### src/rtl/addsub_pkg.sv
// Shared types and constants for the add/sub unit and its hex display.
package addsub_pkg;

  typedef enum logic [1:0] {
    OP_ADD     = 2'd0,
    OP_SUB     = 2'd1,
    OP_ACC_ADD = 2'd2,
    OP_ACC_SUB = 2'd3
  } op_e;

  // Segment patterns {g,f,e,d,c,b,a}, active-high; element k is hex digit k
  localparam logic [15:0][6:0] HEX_SEG = {
    7'h71, 7'h79, 7'h5E, 7'h39, 7'h7C, 7'h77, 7'h6F, 7'h7F,
    7'h07, 7'h7D, 7'h6D, 7'h66, 7'h4F, 7'h5B, 7'h06, 7'h3F
  };

endpackage

### src/rtl/hex7seg.sv
// Combinational hex nibble to seven-segment pattern decoder.
module hex7seg
  import addsub_pkg::*;
(
  input  logic [3:0] nibble,
  output logic [6:0] seg
);

  // Table lookup of the active-high segment pattern
  always_comb begin
    seg = HEX_SEG[nibble];
  end

endmodule

### src/rtl/addsub_seg_unit.sv
// Clocked add/sub unit with accumulator, valid/ready handshakes and a
// scanned hex seven-segment display of the result register.
// Optional: define ADDSUB_SAT_EN to saturate results on signed overflow.
module addsub_seg_unit
  import addsub_pkg::*;
#(
  parameter  int unsigned WIDTH    = 8,
  parameter  int unsigned SCAN_DIV = 1000,
  localparam int unsigned DIGITS   = (WIDTH + 3) / 4
) (
  input  logic              clk,
  input  logic              reset,
  input  logic              in_valid,
  output logic              in_ready,
  input  logic [WIDTH-1:0]  a,
  input  logic [WIDTH-1:0]  b,
  input  logic [1:0]        op,
  output logic              out_valid,
  input  logic              out_ready,
  output logic [WIDTH-1:0]  result,
  output logic              carry,
  output logic              overflow,
  output logic [6:0]        seg,
  output logic [DIGITS-1:0] an
);

  localparam int unsigned DIV_W = (SCAN_DIV > 1) ? $clog2(SCAN_DIV) : 1;
  localparam int unsigned IDX_W = (DIGITS > 1) ? $clog2(DIGITS) : 1;
  localparam int unsigned PAD_W = DIGITS * 4;
  localparam logic [WIDTH-1:0] SMAX = {1'b0, {(WIDTH-1){1'b1}}};
  localparam logic [WIDTH-1:0] SMIN = {1'b1, {(WIDTH-1){1'b0}}};

  logic [WIDTH-1:0] acc;
  logic [DIV_W-1:0] div_q;
  logic [IDX_W-1:0] idx_q;

  op_e              op_sel;
  logic             is_acc;
  logic             is_sub;
  logic [WIDTH-1:0] x_opnd;
  logic [WIDTH-1:0] y_opnd;
  logic [WIDTH:0]   sum;
  logic             ovf_c;
  logic [WIDTH-1:0] res_c;
  logic             accept;
  logic [PAD_W-1:0] padded;
  logic [3:0]       nibble;

  assign in_ready = !out_valid || out_ready;
  assign accept   = in_valid && in_ready;

  // Datapath: operand select, X + (Y or ~Y) + sub, flags, optional clamp
  always_comb begin
    op_sel = op_e'(op);
    is_acc = (op_sel == OP_ACC_ADD) || (op_sel == OP_ACC_SUB);
    is_sub = (op_sel == OP_SUB) || (op_sel == OP_ACC_SUB);
    x_opnd = is_acc ? acc : a;
    y_opnd = is_sub ? ~b : b;
    sum    = {1'b0, x_opnd} + {1'b0, y_opnd} + (WIDTH+1)'(is_sub);
    ovf_c  = (x_opnd[WIDTH-1] == y_opnd[WIDTH-1]) &&
             (sum[WIDTH-1] != x_opnd[WIDTH-1]);
    res_c  = sum[WIDTH-1:0];
`ifdef ADDSUB_SAT_EN
    // Both operands share a sign on overflow; that sign picks the rail
    if (ovf_c) begin
      res_c = x_opnd[WIDTH-1] ? SMIN : SMAX;
    end
`endif
  end

  // Result register, flags, accumulator and output-valid tracking
  always_ff @(posedge clk or negedge reset) begin
    if (!reset) begin
      result    <= '0;
      carry     <= 1'b0;
      overflow  <= 1'b0;
      acc       <= '0;
      out_valid <= 1'b0;
    end else begin
      if (accept) begin
        result    <= res_c;
        carry     <= sum[WIDTH];
        overflow  <= ovf_c;
        acc       <= res_c;
        out_valid <= 1'b1;
      end else if (out_ready) begin
        out_valid <= 1'b0;
      end
    end
  end

  // Scan divider and digit index
  always_ff @(posedge clk or negedge reset) begin
    if (!reset) begin
      div_q <= '0;
      idx_q <= '0;
    end else if (div_q == DIV_W'(SCAN_DIV - 1)) begin
      div_q <= '0;
      idx_q <= (idx_q == IDX_W'(DIGITS - 1)) ? '0 : idx_q + IDX_W'(1);
    end else begin
      div_q <= div_q + DIV_W'(1);
    end
  end

  // Select the current nibble and drive the one-hot digit enable
  always_comb begin
    padded = PAD_W'(result);
    nibble = 4'(padded >> {idx_q, 2'b00});
    an     = DIGITS'(1) << idx_q;
  end

  hex7seg u_hex7seg (
    .nibble (nibble),
    .seg    (seg)
  );

endmodule

### config.mk
export PLATFORM = sky130hd
export DESIGN_NAME = addsub_seg_unit
export DESIGN_NICKNAME = d
export VERILOG_FILES = /design/src/rtl/addsub_pkg.sv /design/src/rtl/hex7seg.sv /design/src/rtl/addsub_seg_unit.sv
export SDC_FILE = /design/constraint.sdc
export NUM_CORES = 1
export LEC_CHECK = 0
export ABC_AREA = 0
export CORE_MARGIN = 3
export CORE_UTILIZATION = 40
export CTS_CLUSTER_DIAMETER = 80
export DETAILED_ROUTE_END_ITERATION = 10
export PLACE_DENSITY = 0.66
export SLEW_MARGIN = 20
export SYNTH_ARGS = -nofsm -noshare
export SYNTH_HDL_FRONTEND = slang
export SYNTH_HIERARCHICAL = 1
export SYNTH_SLANG_ARGS = --single-unit
### constraint.sdc
create_clock -name clk -period 2.1 [get_ports clk]
set_input_delay 0.42 -clock clk [delete_from_list [all_inputs] [get_ports clk]]
set_output_delay 0.42 -clock clk [all_outputs]
set_load 0.01 [all_outputs]
==> run_results.csv, run 1 <==
group,metric,value,unit
cts,cts_sinks,22,
finish,nNetsFinal,315,
logic_synthesis,synth_common_cells,"dfrtp_1 (22), nor2_1 (16), ha_1 (15), nand2_1 (15), mux2_2 (14)",
power_and_ir_drop,pwr-share-comb,67.2,%
finish,fill_cells,326,
routing,wl,4360,um
logic_synthesis,syn-cell-area,1770,sq um
global_routing,gr-total-overflow,0,
run,maxCapViolations,0,
cts,ctsRootBufferMaster,"clkbuf_8",
floorplan,die_w,72.5,um
power_and_ir_drop,pwr-share-seq,18.9,%
cts,cts_tree,"done",
setup_path,crit_path_top_delay_cell,"mux4_2",
logic_synthesis,async_flop_share,100,%
power_and_ir_drop,power_switching_share,35.3,%
global_routing,antenna_found_initial,0,
placed_design,dpl.cell_count,311,
logic_synthesis,synth.yosys.warnings,6,
global_routing,grt_use_met1,21.6,%
power_and_ir_drop,power_density,1010,nW/um^2
setup_path,r2r_setup_slack,40,ps
floorplan,ioPinCount,43,
finish,drive_gt1_share,41.3,%
routing,route.detailed.drc,0,
setup_path,crit_path_start,"idx_q$_DFFE_PN0N_",
power_and_ir_drop,p_leak,1.26,nW
finish,area_growth,63.9,%
setup_path,crit_type,"flop to primary output",
floorplan,die_h,72.5,um
routing,drt_iter0_markers,84,
setup_path,max_stage_delay,460,ps
setup_path,rr_endpoint,"acc[5]$_DFFE_PN0P_",
logic_synthesis,yosysSeqAreaShare,31.2,%
global_routing,busiest_layer,"met2",
sta,finalHoldViolCount,0,
cts,clock_latency,270,ps
setup_path,arrival,1950,ps
sta,worst_slack,-267,ps
global_routing,grt_pass1_vias,1629,
routing,routed_via_density,4.96,
cts,cts_buffers,3,
setup_path,cp-start-kind,"flop",
placed_design,port_buffers,42,
floorplan,dieArea,5250,sq um
setup_path,reg2reg_depth,8,
setup_path,path_cells,"mux2_4 > inv_6 > ha_4 > mux4_2 > buf_6",
finish,layout.cells.non_filler,326,
setup_path,worstSetupEndpointType,"primary output",
power_and_ir_drop,intPower,1.89,mW
logic_synthesis,ys_types,47,
global_routing,grt_pass1_wl,7250,um
logic_synthesis,ys_ff_latch,22,
cts,cts_max_path_buffers,2,
routing,wl_per_cell,13.4,um
run_status,violations,"negative setup slack",
placed_design,dp_hpwl,3140,um
setup_path,required,1680,ps
power_and_ir_drop,switchingPower,1.03,mW
routing,num_vias,1617,
logic_synthesis,avgSynthCellArea,9.50,sq um
finish,num_antenna_cells,0,
placed_design,gp_congestion,0.859,
power_and_ir_drop,clockPowerShare,13.8,%
logic_synthesis,synth.top_cells.by_area,"dfrtp_1 (31%), ha_1 (11%), mux2_2 (8.9%)",
min_path,hold_class,"flop to flop",
global_routing,grt_util_met3,3.32,%
sta,hold_slack,487,ps
setup_path,crit_path_end,"seg[3]",
logic_synthesis,post-synth-top-count-cell,"dfrtp_1",
sta,rsz0062_at_grt,"yes",
logic_synthesis,synth_edf_count,0,
sta,finClkSkew,5.41,ps
global_routing,grt_max_degree,23,
min_path,holdPathStages,1,
power_and_ir_drop,power,2.92,mW
run_status,status,"complete, but fails checks",
sta,final_max_slew_viol_count,0,
sta,maxSlewHeadroom,77.2,%
logic_synthesis,synth_top_area_share,31.2,%
logic_synthesis,synth_fp_nets,224,
floorplan,fp-row-count,23,
logic_synthesis,yosysTopAreaCell,"dfrtp_1",
sta,tns,-1360,ps
sta,fin_crit_sh,113,%
setup_path,r2r_start,"acc[1]$_DFFE_PN0P_",
cts,cts_max_level,1,
floorplan,coreArea,4140,sq um
routing,ant_nets,0,
sta,timing.fmax,423,MHz
power_and_ir_drop,peakVddDrop,0.623,mV
cts,clk_pin_slew,90,ps
finish,final_util,69.9,%
logic_synthesis,syn_inst,186,
sta,tightest_slew,337,ps
floorplan,start_util,42.6,%
logic_synthesis,ys.flop_type,"dfrtp_1",
cts,ctsHoldBuffers,0,
global_routing,track_usage,17.1,%
setup_path,worstPathMaxFanout,4,
sta,finalSetupViolCount,7,
sta,post-route-min-period,2370,ps
global_routing,use_met2,28.7,%
routing,firstDrtPassIters,4,
[placed cells by master (no fill, tap or decap), types with 3 or more instances in the layout]
cell	n
buf_4	44
nand2_2	3
a21oi_1	5
dfrtp_1	21
a21oi_2	4
ha_1	6
buf_6	9
nand2_1	13
nor3_1	3
ha_4	8
clkdlybuf4s50_1	29
nand3_1	7
clkbuf_8	3
xnor2_1	9
o21ai_0	5
nand2b_1	3
buf_2	5
inv_1	9
xor2_1	9
nor2_1	14
dlygate4sd2_1	3
mux2_4	5
mux2_2	9
[flip-flops by register name, indices dropped and copies added, names as in the netlist]
signal,count
div_q,10
acc,8
carry,1
idx_q,1
out_valid,1
overflow,1
[worst min-delay path by stage]
stage,start,endpoint,slack (ps)
floorplan,reset,acc[0]$_DFFE_PN0P_,120
global placement,div_q[9]$_DFF_PN0_,div_q[9]$_DFF_PN0_,460
detailed placement,div_q[9]$_DFF_PN0_,div_q[9]$_DFF_PN0_,470
CTS,div_q[9]$_DFF_PN0_,div_q[9]$_DFF_PN0_,480
global route,div_q[0]$_DFF_PN0_,div_q[0]$_DFF_PN0_,500
finish,div_q[0]$_DFF_PN0_,div_q[0]$_DFF_PN0_,490
[timing repair]
| item | 4_1_cts | 5_1_grt |
|---|---|---|
| endpoints found under the setup margin | 14 | 13 |
| pin swaps | 9 | 16 |
| buffers inserted | 9 | 4 |
| resized for setup | 59 | 25 |
| gates cloned | 0 | 0 |
[logic make-up after synthesis]
kind of cell	after synthesis	share of synthesized area, %
simple gates	55	15.2
compound gates	35	13.9
flops	22	31.2
xor+xnor	21	10.4
buf+inv	19	5.52
mux	18	12.1
fa+ha+maj	16	11.8
[worst max-delay path, delay by kind of cell (launching register included)]
| kind | cells | cell delay (ps) |
|---|---|---|
| adders and majority gates | 1 | 200 |
| buffers and inverters | 2 | 220 |
| DFF | 1 | 450 |
| muxes | 2 | 810 |
[through the flow]
stage / setup WS, ps / instance area (sq um)
floorplan: 3.33 / 1800
global placement: -609 / 2550
detailed placement: -613 / 2550
CTS: -263 / 2750
global route: -334 / 2900
finish: -267 / 2900
[area by class of cell]
cell class | instances | area (sq um) | area share [%]
clock buffer | 3 | 41.3 | 1.43
clock inverter | 1 | 30.0 | 1.04
inverter | 11 | 48.8 | 1.69
multi-input combinational | 145 | 1330 | 45.9
sequential | 22 | 552 | 19.1
tap | 50 | 62.6 | 2.16
timing repair buffer | 94 | 831 | 28.7
[layer usage]
| metal | up-vias | share of wire (%) |
|---|---|---|
| li1 | 828 | - |
| met1 | 738 | 44 |
| met2 | 42 | 51 |
| met3 | 9 | 4.1 |
| met4 | 0 | 1.6 |
| met5 | - | 0 |
[power groups by stage]
stage,sequential [mW],clock (mW),combinational [mW]
2_1_floorplan,0.615,0,0.794
3_3_place_gp,0.557,0,1.67
3_5_place_dp,0.558,0,1.68
4_1_cts,0.554,0.410,1.79
5_1_grt,0.568,0.426,2.14
6_report,0.553,0.404,1.96
(Power assumes the default switching activity.)
==> run 2, diff against run 1 <==
--- a/config.mk
+++ b/config.mk
@@ -6,11 +6,12 @@
 export NUM_CORES = 1
 export LEC_CHECK = 0
 export ABC_AREA = 0
+export CORE_ASPECT_RATIO = 1.5
 export CORE_MARGIN = 3
 export CORE_UTILIZATION = 40
 export CTS_CLUSTER_DIAMETER = 80
 export DETAILED_ROUTE_END_ITERATION = 10
-export PLACE_DENSITY = 0.66
+export PLACE_DENSITY = 0.73
 export SLEW_MARGIN = 20
 export SYNTH_ARGS = -nofsm -noshare
 export SYNTH_HDL_FRONTEND = slang
==> run 2 against run 1 <==
The run still ends with negative setup slack left. Maximum frequency fell by 1.4%. Highest routed layer unchanged. Count of clock-buffer cells in the layout unchanged. Critical endpoint unchanged. Via count grew 12%. Largest power group unchanged. Cell count is 0.61% higher. Combinational power is 9% higher. Non-clock buffer count grew 5. Worst hold slack improved by 8.4 ps.
==> run_results.csv, run 2 (synthesis gave the netlist of run 1 again) <==
group,metric,value,unit
finish,top_regs,"div_q x10, acc x8",
setup_path,r2r_start,"acc[0]$_DFFE_PN0P_",
floorplan,fp-row-count,29,
power_and_ir_drop,peakVddDrop,0.854,mV
finish,fill_cells,271,
setup_path,crit_path_start,"idx_q$_DFFE_PN0N_",
sta,worst_slack,-301,ps
power_and_ir_drop,power,3.11,mW
global_routing,grt_pass1_wl,8490,um
setup_path,max_stage_delay,470,ps
power_and_ir_drop,p_leak,1.36,nW
routing,routed_via_density,5.51,
routing,route.detailed.drc,0,
min_path,hold_class,"input port to async pin",
finish,nNetsFinal,321,
setup_path,worstPathMaxFanout,4,
setup_path,arrival,1980,ps
floorplan,start_util,41.6,%
sta,finalSetupViolCount,9,
setup_path,path_cells,"mux2_4 > inv_6 > ha_4 > mux4_2 > buf_6",
cts,ctsRootBufferMaster,"clkbuf_8",
setup_path,crit_type,"flop to primary output",
floorplan,die_h,87.4,um
run_status,status,"complete, but fails checks",
routing,wl,5910,um
setup_path,required,1680,ps
cts,cts_max_path_buffers,2,
sta,tightest_slew,340,ps
floorplan,dieArea,5270,sq um
finish,seq_area,552,sq um
placed_design,dp_hpwl,3480,um
finish,drive_gt1_share,44.7,%
sta,post-route-min-period,2400,ps
finish,multi_input_comb_area,1430,sq um
sta,fin_crit_sh,114,%
setup_path,worstSetupEndpointType,"primary output",
cts,cts_tree,"done",
global_routing,track_usage,21.4,%
placed_design,dpl.cell_count,313,
placed_design,placed_cell_area,2570,sq um
routing,firstDrtPassIters,4,
cts,ctsHoldBuffers,0,
run,maxCapViolations,0,
routing,drt_iter0_markers,95,
run_status,violations,"negative setup slack",
sta,maxSlewHeadroom,77.0,%
cts,clk_pin_slew,80,ps
global_routing,antenna_found_initial,0,
finish,largest_reg_flops,10,
finish,layout.cells.non_filler,328,
cts,cts_max_level,1,
routing,ant_nets,0,
sta,final_max_slew_viol_count,0,
finish,final_cell_mix,"buf_4 (49), clkdlybuf4s50_1 (25), dfrtp_1 (21)",
floorplan,die_w,60.3,um
finish,final_common_cell,"buf_4",
placed_design,port_buffers,42,
power_and_ir_drop,power_density,1030,nW/um^2
floorplan,ioPinCount,43,
setup_path,crit_path_top_delay_cell,"mux4_2",
finish,regMostFlops,"div_q",
setup_path,cp-start-kind,"flop",
sta,rsz0062_at_grt,"yes",
sta,finClkSkew,4.03,ps
cts,cts_sinks,22,
finish,num_antenna_cells,0,
finish,finalInstanceArea,3030,sq um
floorplan,coreArea,4250,sq um
sta,hold_slack,495,ps
cts,cts_buffers,3,
sta,timing.fmax,417,MHz
global_routing,grt_pass1_vias,1863,
routing,num_vias,1807,
placed_design,gp_congestion,0.781,
cts,clock_latency,260,ps
global_routing,gr-total-overflow,0,
global_routing,grt_max_degree,23,
sta,finalHoldViolCount,0,
finish,area_growth,71.5,%
routing,wl_per_cell,18.0,um
run 2: cell types whose count changed in the layout (fill, tap and decap cells not counted), moves of 4 or more:
cell / delta
mux2_2: -5
clkdlybuf4s50_1: -4
dlymetal6s2s_1: +4
buf_4: +5
mux2_4: +6
run 2: area by class of cell:
class | instances | area share, %
tap | 46 | 1.90
timing repair buffer | 99 | 28.8
sequential | 22 | 18.2
clock inverter | 1 | 0.991
clock buffer | 3 | 1.36
inverter | 11 | 1.61
multi-input combinational | 146 | 47.1
run 2: path summary, 6_finish.rpt:
path                                           end  slack (ps)  cells after the start
worst max-delay path                        seg[3]        -300                      5
worst max register to register  acc[6]$_DFFE_PN0P_        -120                      9
worst min register to register  div_q[0]$_DFF_PN0_         500                      1
max in group asynchronous        idx_q$_DFFE_PN0N_        1350                      2
min in group clk                div_q[0]$_DFF_PN0_         500                      1
worst min-delay path            div_q[6]$_DFF_PN0_         500                      2
run 2: metrics by stage:
step,util (%),setup WS [ps],TNS (ps)
6_report,71.4,-301,-1630
3_3_place_gp,60.4,-631,-6090
4_1_cts,69.2,-277,-1580
3_5_place_dp,60.4,-645,-6490
5_1_grt,71.4,-342,-2090
2_1_floorplan,-,3.33,0
run 2: metal layers:
metal,share of wire [%],GRT usage (%)
met1,36,24.0
met4,4.4,8.27
met2,56,39.7
met3,3.3,2.52
met5,0,0
run 2: what timing repair did:
action,4_1_cts,5_1_grt
gates cloned,0,1
gates resized for setup,77,28
setup buffers,10,2
setup endpoints to repair,14,14
pin swaps,18,18
run 2: worst max-delay path: cells and delay by family (launching register included):
| kind | cells | cell delay (ps) |
|---|---|---|
| adder cells (fa/ha/maj) | 1 | 190 |
| buffers and inverters | 2 | 230 |
| flip-flops | 1 | 450 |
| multiplexers | 2 | 840 |
run 2: power breakdown:
| group | leakage, nW | total, mW | internal (mW) | switching [mW] |
|---|---|---|---|---|
| clock | 0.0357 | 0.392 | 0.255 | 0.138 |
| combinational | 1.05 | 2.14 | 1.20 | 0.940 |
| sequential | 0.272 | 0.573 | 0.505 | 0.0676 |
==> run 3, diff against run 2 <==
--- a/config.mk
+++ b/config.mk
@@ -8,10 +8,10 @@
 export ABC_AREA = 0
 export CORE_ASPECT_RATIO = 1.5
 export CORE_MARGIN = 3
-export CORE_UTILIZATION = 40
+export CORE_UTILIZATION = 45
 export CTS_CLUSTER_DIAMETER = 80
 export DETAILED_ROUTE_END_ITERATION = 10
-export PLACE_DENSITY = 0.73
+export PLACE_DENSITY = 0.81
 export SLEW_MARGIN = 20
 export SYNTH_ARGS = -nofsm -noshare
 export SYNTH_HDL_FRONTEND = slang
==> run 3 against run 2 <==
The run still ends with negative setup slack left. Worst setup slack improved by 46 ps. Clock power is 2% higher. Worst hold slack worse by 11 ps. Routed wire length shrank 10%. Cell count shrank 1.5%. Critical path type unchanged. First-iteration DRC count shrank 51%. Sequential share of layout area up 0.74 points. Via count decreased by 2.8%. Sequential power shrank 1%. Largest power group unchanged. Register-to-register slack better by 100 ps.
==> run_results.csv, run 3 (synthesis gave the netlist of run 1 again) <==
group,metric,value,unit
run_status,status,"complete, but fails checks",
run_status,violations,"negative setup slack",
finish,largest_reg_flops,10,
global_routing,grt_pass1_vias,1749,
routing,route.detailed.drc,0,
cts,cts_sinks,22,
power_and_ir_drop,pwr-share-seq,19.4,%
setup_path,cp-start-kind,"flop",
global_routing,grt_max_degree,23,
routing,wl_per_cell,16.4,um
routing,drt_iter0_markers,47,
finish,nNetsFinal,319,
cts,ctsRootBufferMaster,"clkbuf_8",
finish,fill_cells,237,
placed_design,dp_hpwl,3450,um
global_routing,gr-total-overflow,0,
sta,timing.fmax,425,MHz
floorplan,dieArea,4730,sq um
power_and_ir_drop,switchingPower,1.06,mW
setup_path,worstPathMaxFanout,4,
setup_path,crit_type,"flop to primary output",
cts,clk_pin_slew,90,ps
finish,area_growth,64.4,%
power_and_ir_drop,clockPowerShare,13.8,%
placed_design,gp_congestion,0.807,
power_and_ir_drop,p_leak,1.28,nW
finish,final_cell_mix,"buf_4 (49), clkdlybuf4s50_1 (28), dfrtp_1 (22)",
sta,finalSetupViolCount,10,
sta,tightest_slew,319,ps
placed_design,port_buffers,42,
floorplan,coreArea,3720,sq um
setup_path,worstSetupEndpointType,"primary output",
power_and_ir_drop,intPower,1.85,mW
routing,ant_nets,0,
sta,finalHoldViolCount,0,
sta,finClkSkew,11.5,ps
setup_path,max_stage_delay,460,ps
sta,post-route-min-period,2350,ps
floorplan,fp-row-count,27,
sta,maxSlewHeadroom,78.4,%
cts,cts_tree,"done",
finish,final_util,78.1,%
finish,top_regs,"div_q x10, acc x8",
sta,rsz0062_at_grt,"yes",
global_routing,grt_pass1_wl,7960,um
power_and_ir_drop,peakVddDrop,0.689,mV
floorplan,start_util,47.5,%
setup_path,path_cells,"mux2_4 > inv_6 > ha_4 > mux4_2 > buf_6",
cts,cts_max_path_buffers,2,
floorplan,ioPinCount,43,
routing,routed_via_density,5.44,
routing,wl,5300,um
global_routing,track_usage,21.8,%
power_and_ir_drop,power_switching_share,36.5,%
placed_design,place_ws,-619,ps
sta,fin_crit_sh,112,%
setup_path,arrival,1930,ps
global_routing,antenna_found_initial,0,
finish,drive_gt1_share,41.4,%
cts,cts_max_level,1,
routing,firstDrtPassIters,4,
power_and_ir_drop,power_density,1000,nW/um^2
floorplan,die_w,57.2,um
finish,final_common_cell,"buf_4",
power_and_ir_drop,pwr-share-comb,66.8,%
floorplan,die_h,82.7,um
sta,worst_slack,-255,ps
run,maxCapViolations,0,
cts,cts_buffers,3,
setup_path,required,1680,ps
finish,num_antenna_cells,0,
cts,clock_latency,270,ps
routing,num_vias,1757,
min_path,hold_class,"flop to flop",
sta,final_max_slew_viol_count,0,
setup_path,crit_path_top_delay_cell,"mux4_2",
finish,regMostFlops,"div_q",
[run 3: final cells by class]
class | count | area [sq um] | area share (%)
clock inverter | 1 | 30.0 | 1.03
timing repair buffer | 98 | 840 | 28.9
clock buffer | 3 | 41.3 | 1.42
sequential | 22 | 551 | 19.0
multi-input combinational | 145 | 1340 | 46.1
tap | 43 | 53.8 | 1.85
inverter | 11 | 48.8 | 1.68
[run 3: stage by stage]
step / setup TNS [ps] / instance area (sq um) / total power [mW] / std cells / hold slack (ps)
3_5_place_dp: -6380 / 2510 / 2.18 / 303 / 465
3_3_place_gp: -5730 / 2510 / 2.14 / 303 / 457
4_1_cts: -1490 / 2800 / 2.74 / 319 / 483
5_1_grt: -1850 / 2900 / 3.08 / 323 / 509
2_1_floorplan: 0 / 1800 / 1.41 / 186 / 124
6_report: -1290 / 2900 / 2.91 / 323 / 484
[run 3: final timing paths]
| check | endpoint | cells after the start | slack (ps) | from |
|---|---|---|---|---|
| worst max-delay path | seg[3] | 5 | -250 | idx_q$_DFFE_PN0N_ |
| worst min-delay path | div_q[9]$_DFF_PN0_ | 1 | 480 | div_q[9]$_DFF_PN0_ |
| worst max register to register | carry$_DFFE_PN0P_ | 8 | -20 | acc[1]$_DFFE_PN0P_ |
| worst min register to register | div_q[9]$_DFF_PN0_ | 1 | 480 | div_q[9]$_DFF_PN0_ |
| max in group asynchronous | acc[1]$_DFFE_PN0P_ | 2 | 1360 | reset |
| min in group asynchronous | out_valid$_DFFE_PN0P_ | 2 | 510 | reset |
[run 3: timing repair]
action                                  CTS  global route
pin swaps                                19            15
endpoints found under the setup margin   14            12
hold buffers                              0             0
gates resized for setup                  62            16
hold endpoints to repair                  0             0
buffers inserted                         12             4
[run 3: worst max-delay path: cells and delay by family (launching register included)]
family                   cells  cell delay [ps]
buffers and inverters        2              240
flip-flops                   1              420
adder cells (fa/ha/maj)      1              200
multiplexers                 2              820
[run 3: layer usage]
metal | vias up | share of wire (%) | track usage [%]
li1 | 835 | - | -
met1 | 848 | 36 | 23.2
met2 | 54 | 56 | 41.3
met3 | 20 | 3.1 | 1.40
met4 | 0 | 4.5 | 13.5
met5 | - | 0 | 0
[run 3: power groups by stage]
stage	Clock [mW]	Combinational (mW)	Sequential (mW)
2_1_floorplan	0	0.794	0.615
3_3_place_gp	0	1.58	0.562
3_5_place_dp	0	1.61	0.565
4_1_cts	0.401	1.78	0.562
5_1_grt	0.421	2.09	0.574
6_report	0.401	1.95	0.566
==> RTL edit 1 (flow settings as in run 2) <==
Reset style: synchronous (`reset`), changed in 2 clocked blocks.
--- a/src/rtl/addsub_seg_unit.sv
+++ b/src/rtl/addsub_seg_unit.sv
@@ -71,3 +71,3 @@
   // Result register, flags, accumulator and output-valid tracking
-  always_ff @(posedge clk or negedge reset) begin
+  always_ff @(posedge clk) begin
     if (!reset) begin
@@ -92,3 +92,3 @@
   // Scan divider and digit index
-  always_ff @(posedge clk or negedge reset) begin
+  always_ff @(posedge clk) begin
     if (!reset) begin
Function: differs if reset is asserted again (counterexample within 4 cycles, from zero or initial values and one cycle with reset low); with reset held inactive, the same outputs for 10 cycles.
==> RTL edit 1 against run 2 <==
- the flow still finishes with violations (setup timing)
- synthesized area shrank 2.8%
- worst setup slack improved by 0.12 ns
- routed wire length up 1.9%
- global-route usage is 0.47 points lower
- sequential cell count is the same
- count of clock-buffer cells in the layout unchanged
- die area is 2.6% lower
- design area unchanged
Power is not compared: it rests on default switching activity, and its combinational part moved more than twofold at a synthesized area within 25%.
==> RTL edit 1: results (changes against run 2) <==
- Fillers: 262 (-3.3%)
- Worst Hold Class: flop to flop
- Share of layout cells above drive strength 1: 42.9% (-1.8 points)
- Setup Skew: 0.00159 ns (-0.00244 ns)
- Wire length of the first global-routing pass: 8410 um (-0.97%)
- Synth top cells by count: dfxtp_1 (22), ha_1 (15), nand2_1 (15), mux2_2 (14), nor2_1 (13)
- Register area share after synthesis: 25.7% (-5.5 points)
- Post-synthesis cell type count: 44 (-6.4%)
- Ranking of synthesized cells by area: dfxtp_1 (26%), ha_1 (11%), mux2_2 (9.2%)
- Vias/cell: 5.68 (+3.0%)
- Placed Instances: 320 (+2.2%)
- Initial antenna violation count: 0 (unchanged)
- Failing checks: setup timing
- Fin cells: 334 (+1.8%)
- Clock transition at the registers of the reported paths: 0.08 ns (about the same)
- DP HPWL: 3440 um (-1.1%)
- Final setup fails: 12 (+3)
- Routed length per instance: 18.0 um (about the same)
- Placed Area: 2520 sq um (-1.8%)
- Syn nets: 235 (+4.9%)
- Syn_area_per_cell: 8.71 sq um (-8.3%)
- All-Layer GR Usage: 21.0% (-0.47 points)
- Worst-margin pin slew: 0.566 ns (+0.226 ns)
- 1st-pass router iterations: 5 (+1)
- Number of global-route vias before repair: 1865 (+0.11%)
- Crit path max-delay cell type: mux4_2
- GP Congestion: 0.827 (+6.0%)
- TritonCTS Buffers: 3 (unchanged)
- Share of flip-flops with an asynchronous set or reset: 0% (-100 points)
- Clk Tree Root Cell: clkbuf_8
- Final worst slack: -0.179 ns (+0.122 ns)
- Largest net degree at the start of global routing: 22 (-4.3%)
- Outcome: finished, violations left
- DRT iter0 DRCs: 47 (-51%)
[RTL edit 1: changes by cell type after synthesis, moves of 5 or more]
| cell | change |
|---|---|
| nand4_1 | +6 |
| dfxtp_1 | +22 |
| dfrtp_1 | -22 |
| and2_1 | +5 |
[RTL edit 1: cell type report]
type                    instances  area [sq um]  area share (%)
flip-flops and latches         22           447            14.7
clock inverters                 1          30.0           0.991
clock buffers                   3          41.3            1.36
repair buffers                 96           865            28.5
inverters                      11          48.8            1.61
well taps                      45          56.3            1.86
multi-input cells             156          1540            50.9
[RTL edit 1: report_power, final]
part	internal (mW)	total [mW]	leakage, nW	switching (mW)
Clock	0.254	0.389	0.0357	0.135
Sequential	0.451	0.481	0.181	0.0300
Combinational	0.567	1.03	1.05	0.464
[RTL edit 1: per-layer routing]
layer	GRT usage, %	vias to the layer above	part of all wire (%)
met3	2.24	27	4.0
li1	-	889	-
met5	0	-	0
met2	40.3	79	56
met4	8.06	0	5.2
met1	22.3	901	35
[RTL edit 1: logic make-up after synthesis]
logic type      after synthesis  synth area share (%)
flops                        22                  25.7
fa+ha+maj                    16                  12.1
mux                          18                  12.5
buf+inv                      20                  5.61
simple gates                 67                  20.6
xor+xnor                     17                  8.67
compound gates               37                  14.9
[RTL edit 1: per-stage QoR]
step	TNS (ns)	hold slack (ns)	worst slack [ns]
global placement	-6.26	0.426	-0.665
detailed placement	-6.49	0.441	-0.671
CTS	-1.19	0.457	-0.186
floorplan	-0.122	0.413	-0.0900
finish	-1.29	0.456	-0.179
global route	-2.04	0.492	-0.238
[RTL edit 1: worst paths after layout]
kind / from / to / slack [ns] / cells past startpoint
min reg2reg: div_q[0]$_SDFF_PP0_ / div_q[0]$_SDFF_PP0_ / 0.46 / 1
max: idx_q$_SDFFE_PN0P_ / seg[3] / -0.18 / 5
max reg2reg: acc[1]$_SDFFE_PN0P_ / overflow$_SDFFE_PN0P_ / -0.13 / 9
min: div_q[0]$_SDFF_PP0_ / div_q[0]$_SDFF_PP0_ / 0.46 / 1
[RTL edit 1: what timing repair did]
action | in CTS | in global routing
setup endpoints to repair | 14 | 13
pin swaps | 18 | 24
resized for setup | 74 | 39
buffers inserted | 8 | 3
gates cloned | 1 | 0
==> RTL edit 2 (flow settings as in run 2) <==
Without the edit above. Set the parameter `WIDTH` to 16 (it was 8).
--- a/src/rtl/addsub_seg_unit.sv
+++ b/src/rtl/addsub_seg_unit.sv
@@ -6,3 +6,3 @@
 #(
-  parameter  int unsigned WIDTH    = 8,
+  parameter  int unsigned WIDTH    = 16,
   parameter  int unsigned SCAN_DIV = 1000,
Ports: changed (resized a, an, b and result); port bits go from 43 to 69. No check against the original RTL was run, so the function may have changed too.
==> RTL edit 2 against run 2 <==
- the run still ends with setup timing left
- clock power grew 47%
- fmax down 10%
- sequential cell count is 9 higher
- synthesized area up 59%
- count of clock-buffer cells in the layout is 3 higher
- worst setup slack got worse by 0.28 ns
- critical path depth grew 1
- power rose by 77%
- utilization increased by 3.4 points
- design area up 65%
- routed wire length grew 75%
- largest cell class unchanged
==> RTL edit 2: results (changes against run 2) <==
- Setup Skew: 0.00287 ns (-0.00115 ns)
- Nets: 535 (+67%)
- Adder-Cell Fraction of Synth Area: 12.7% (+0.96 points)
- Synth top cells by count: dfrtp_1 (31), nand2_1 (30), ha_1 (27), o21ai_0 (25), xor2_1 (24)
- Fillers: 439 (+62%)
- Port Buffers: 68 (+62%)
- Peak supply drop: 715 uV (-16%)
- Wire length of the first global-routing pass: 15000 um (+76%)
- Setup TNS Final: -6.64 ns (-5.01 ns)
- Final worst slack: -0.578 ns (-0.278 ns)
- Worst Hold Class: flop to flop
- Leakage: 2.17 nW (+60%)
- TritonCTS Buffers: 5 (+2)
- Failing checks: setup timing
- Setup WS pre-CTS: -1.04 ns (-0.393 ns)
- DRT iter0 DRCs: 163 (+72%)
- Syn nets: 371 (+66%)
- Total number of H-tree levels: 2 (+1)
- Final setup fails: 20 (+11)
- Share of layout cells above drive strength 1: 42.4% (-2.3 points)
- Outcome: finished, violations left
- Post-synthesis cell type count: 55 (+17%)
- Register area share after synthesis: 27.6% (-3.6 points)
- Fin cells: 545 (+66%)
- DP HPWL: 6650 um (+91%)
- Ranking of synthesized cells by area: dfrtp_1 (28%), ha_1 (12%), xor2_1 (7.5%)
- Clock transition at the registers of the reported paths: 0.06 ns (-0.02 ns)
- Critical path origin: idx_q[0]$_DFFE_PN0N_
- Slowest stage delay, CP: 0.54 ns (+0.07 ns)
## RTL edit 2: kinds of logic (layout without fill, tap and decap cells)
logic type,count (synthesis),after routing
AOI/OAI and AO/OA,69,69
xor gates and xnor gates,33,33
adders and majority gates,28,28
buffers and inverters,23,186
DFF,31,31
muxes,28,29
and+or+nand+nor,93,93
## RTL edit 2: final cells by class
cell class              instances  area, sq um  share of cell area (%)
repair buffers                169         1530                    30.7
inverters                      10         47.5                   0.954
clock inverters                 1         30.0                   0.603
well taps                      76         95.1                    1.91
multi-input cells             252         2430                    48.8
flip-flops and latches         31          777                    15.6
clock buffers                   6         72.6                    1.46
## RTL edit 2: final timing paths
| kind | to | slack, ns |
|---|---|---|
| max | seg[3] | -0.58 |
| max reg2reg | overflow$_DFFE_PN0P_ | -0.35 |
| max in group asynchronous | idx_q[0]$_DFFE_PN0N_ | 1.25 |
| min in group asynchronous | div_q[2]$_DFF_PN0_ | 0.53 |
| min reg2reg | div_q[0]$_DFF_PN0_ | 0.49 |
| min | div_q[0]$_DFF_PN0_ | 0.49 |
## RTL edit 2: timing repair
action	4_1_cts	5_1_grt
setup endpoints to repair	24	21
buffers inserted	11	14
cloned	1	0
pin swaps	21	15
gates resized for setup	90	30
## RTL edit 2: metal layers
metal / vias up / global-route usage [%] / part of all wire, %
met2: 108 / 45.0 / 57
met4: 0 / 11.8 / 3.8
met5: - / 0 / 0
li1: 1431 / - / -
met3: 34 / 3.32 / 3.9
met1: 1513 / 25.5 / 36
## RTL edit 2: per-stage QoR
| stage | power (mW) | util (%) | area (sq um) |
|---|---|---|---|
| after floorplan | 2.60 | - | 3100 |
| after global placement | 4.11 | 65.7 | 4380 |
| after detailed placement | 4.18 | 65.7 | 4380 |
| after CTS | 5.04 | 71.4 | 4760 |
| after global routing | 5.80 | 74.8 | 4980 |
| final | 5.51 | 74.8 | 4980 |
## RTL edit 2: report_power, final
group | leakage, nW | total (mW) | switching, mW | internal, mW
logic | 1.74 | 4.01 | 1.80 | 2.21
registers | 0.381 | 0.917 | 0.160 | 0.757
clock network | 0.0513 | 0.577 | 0.229 | 0.348
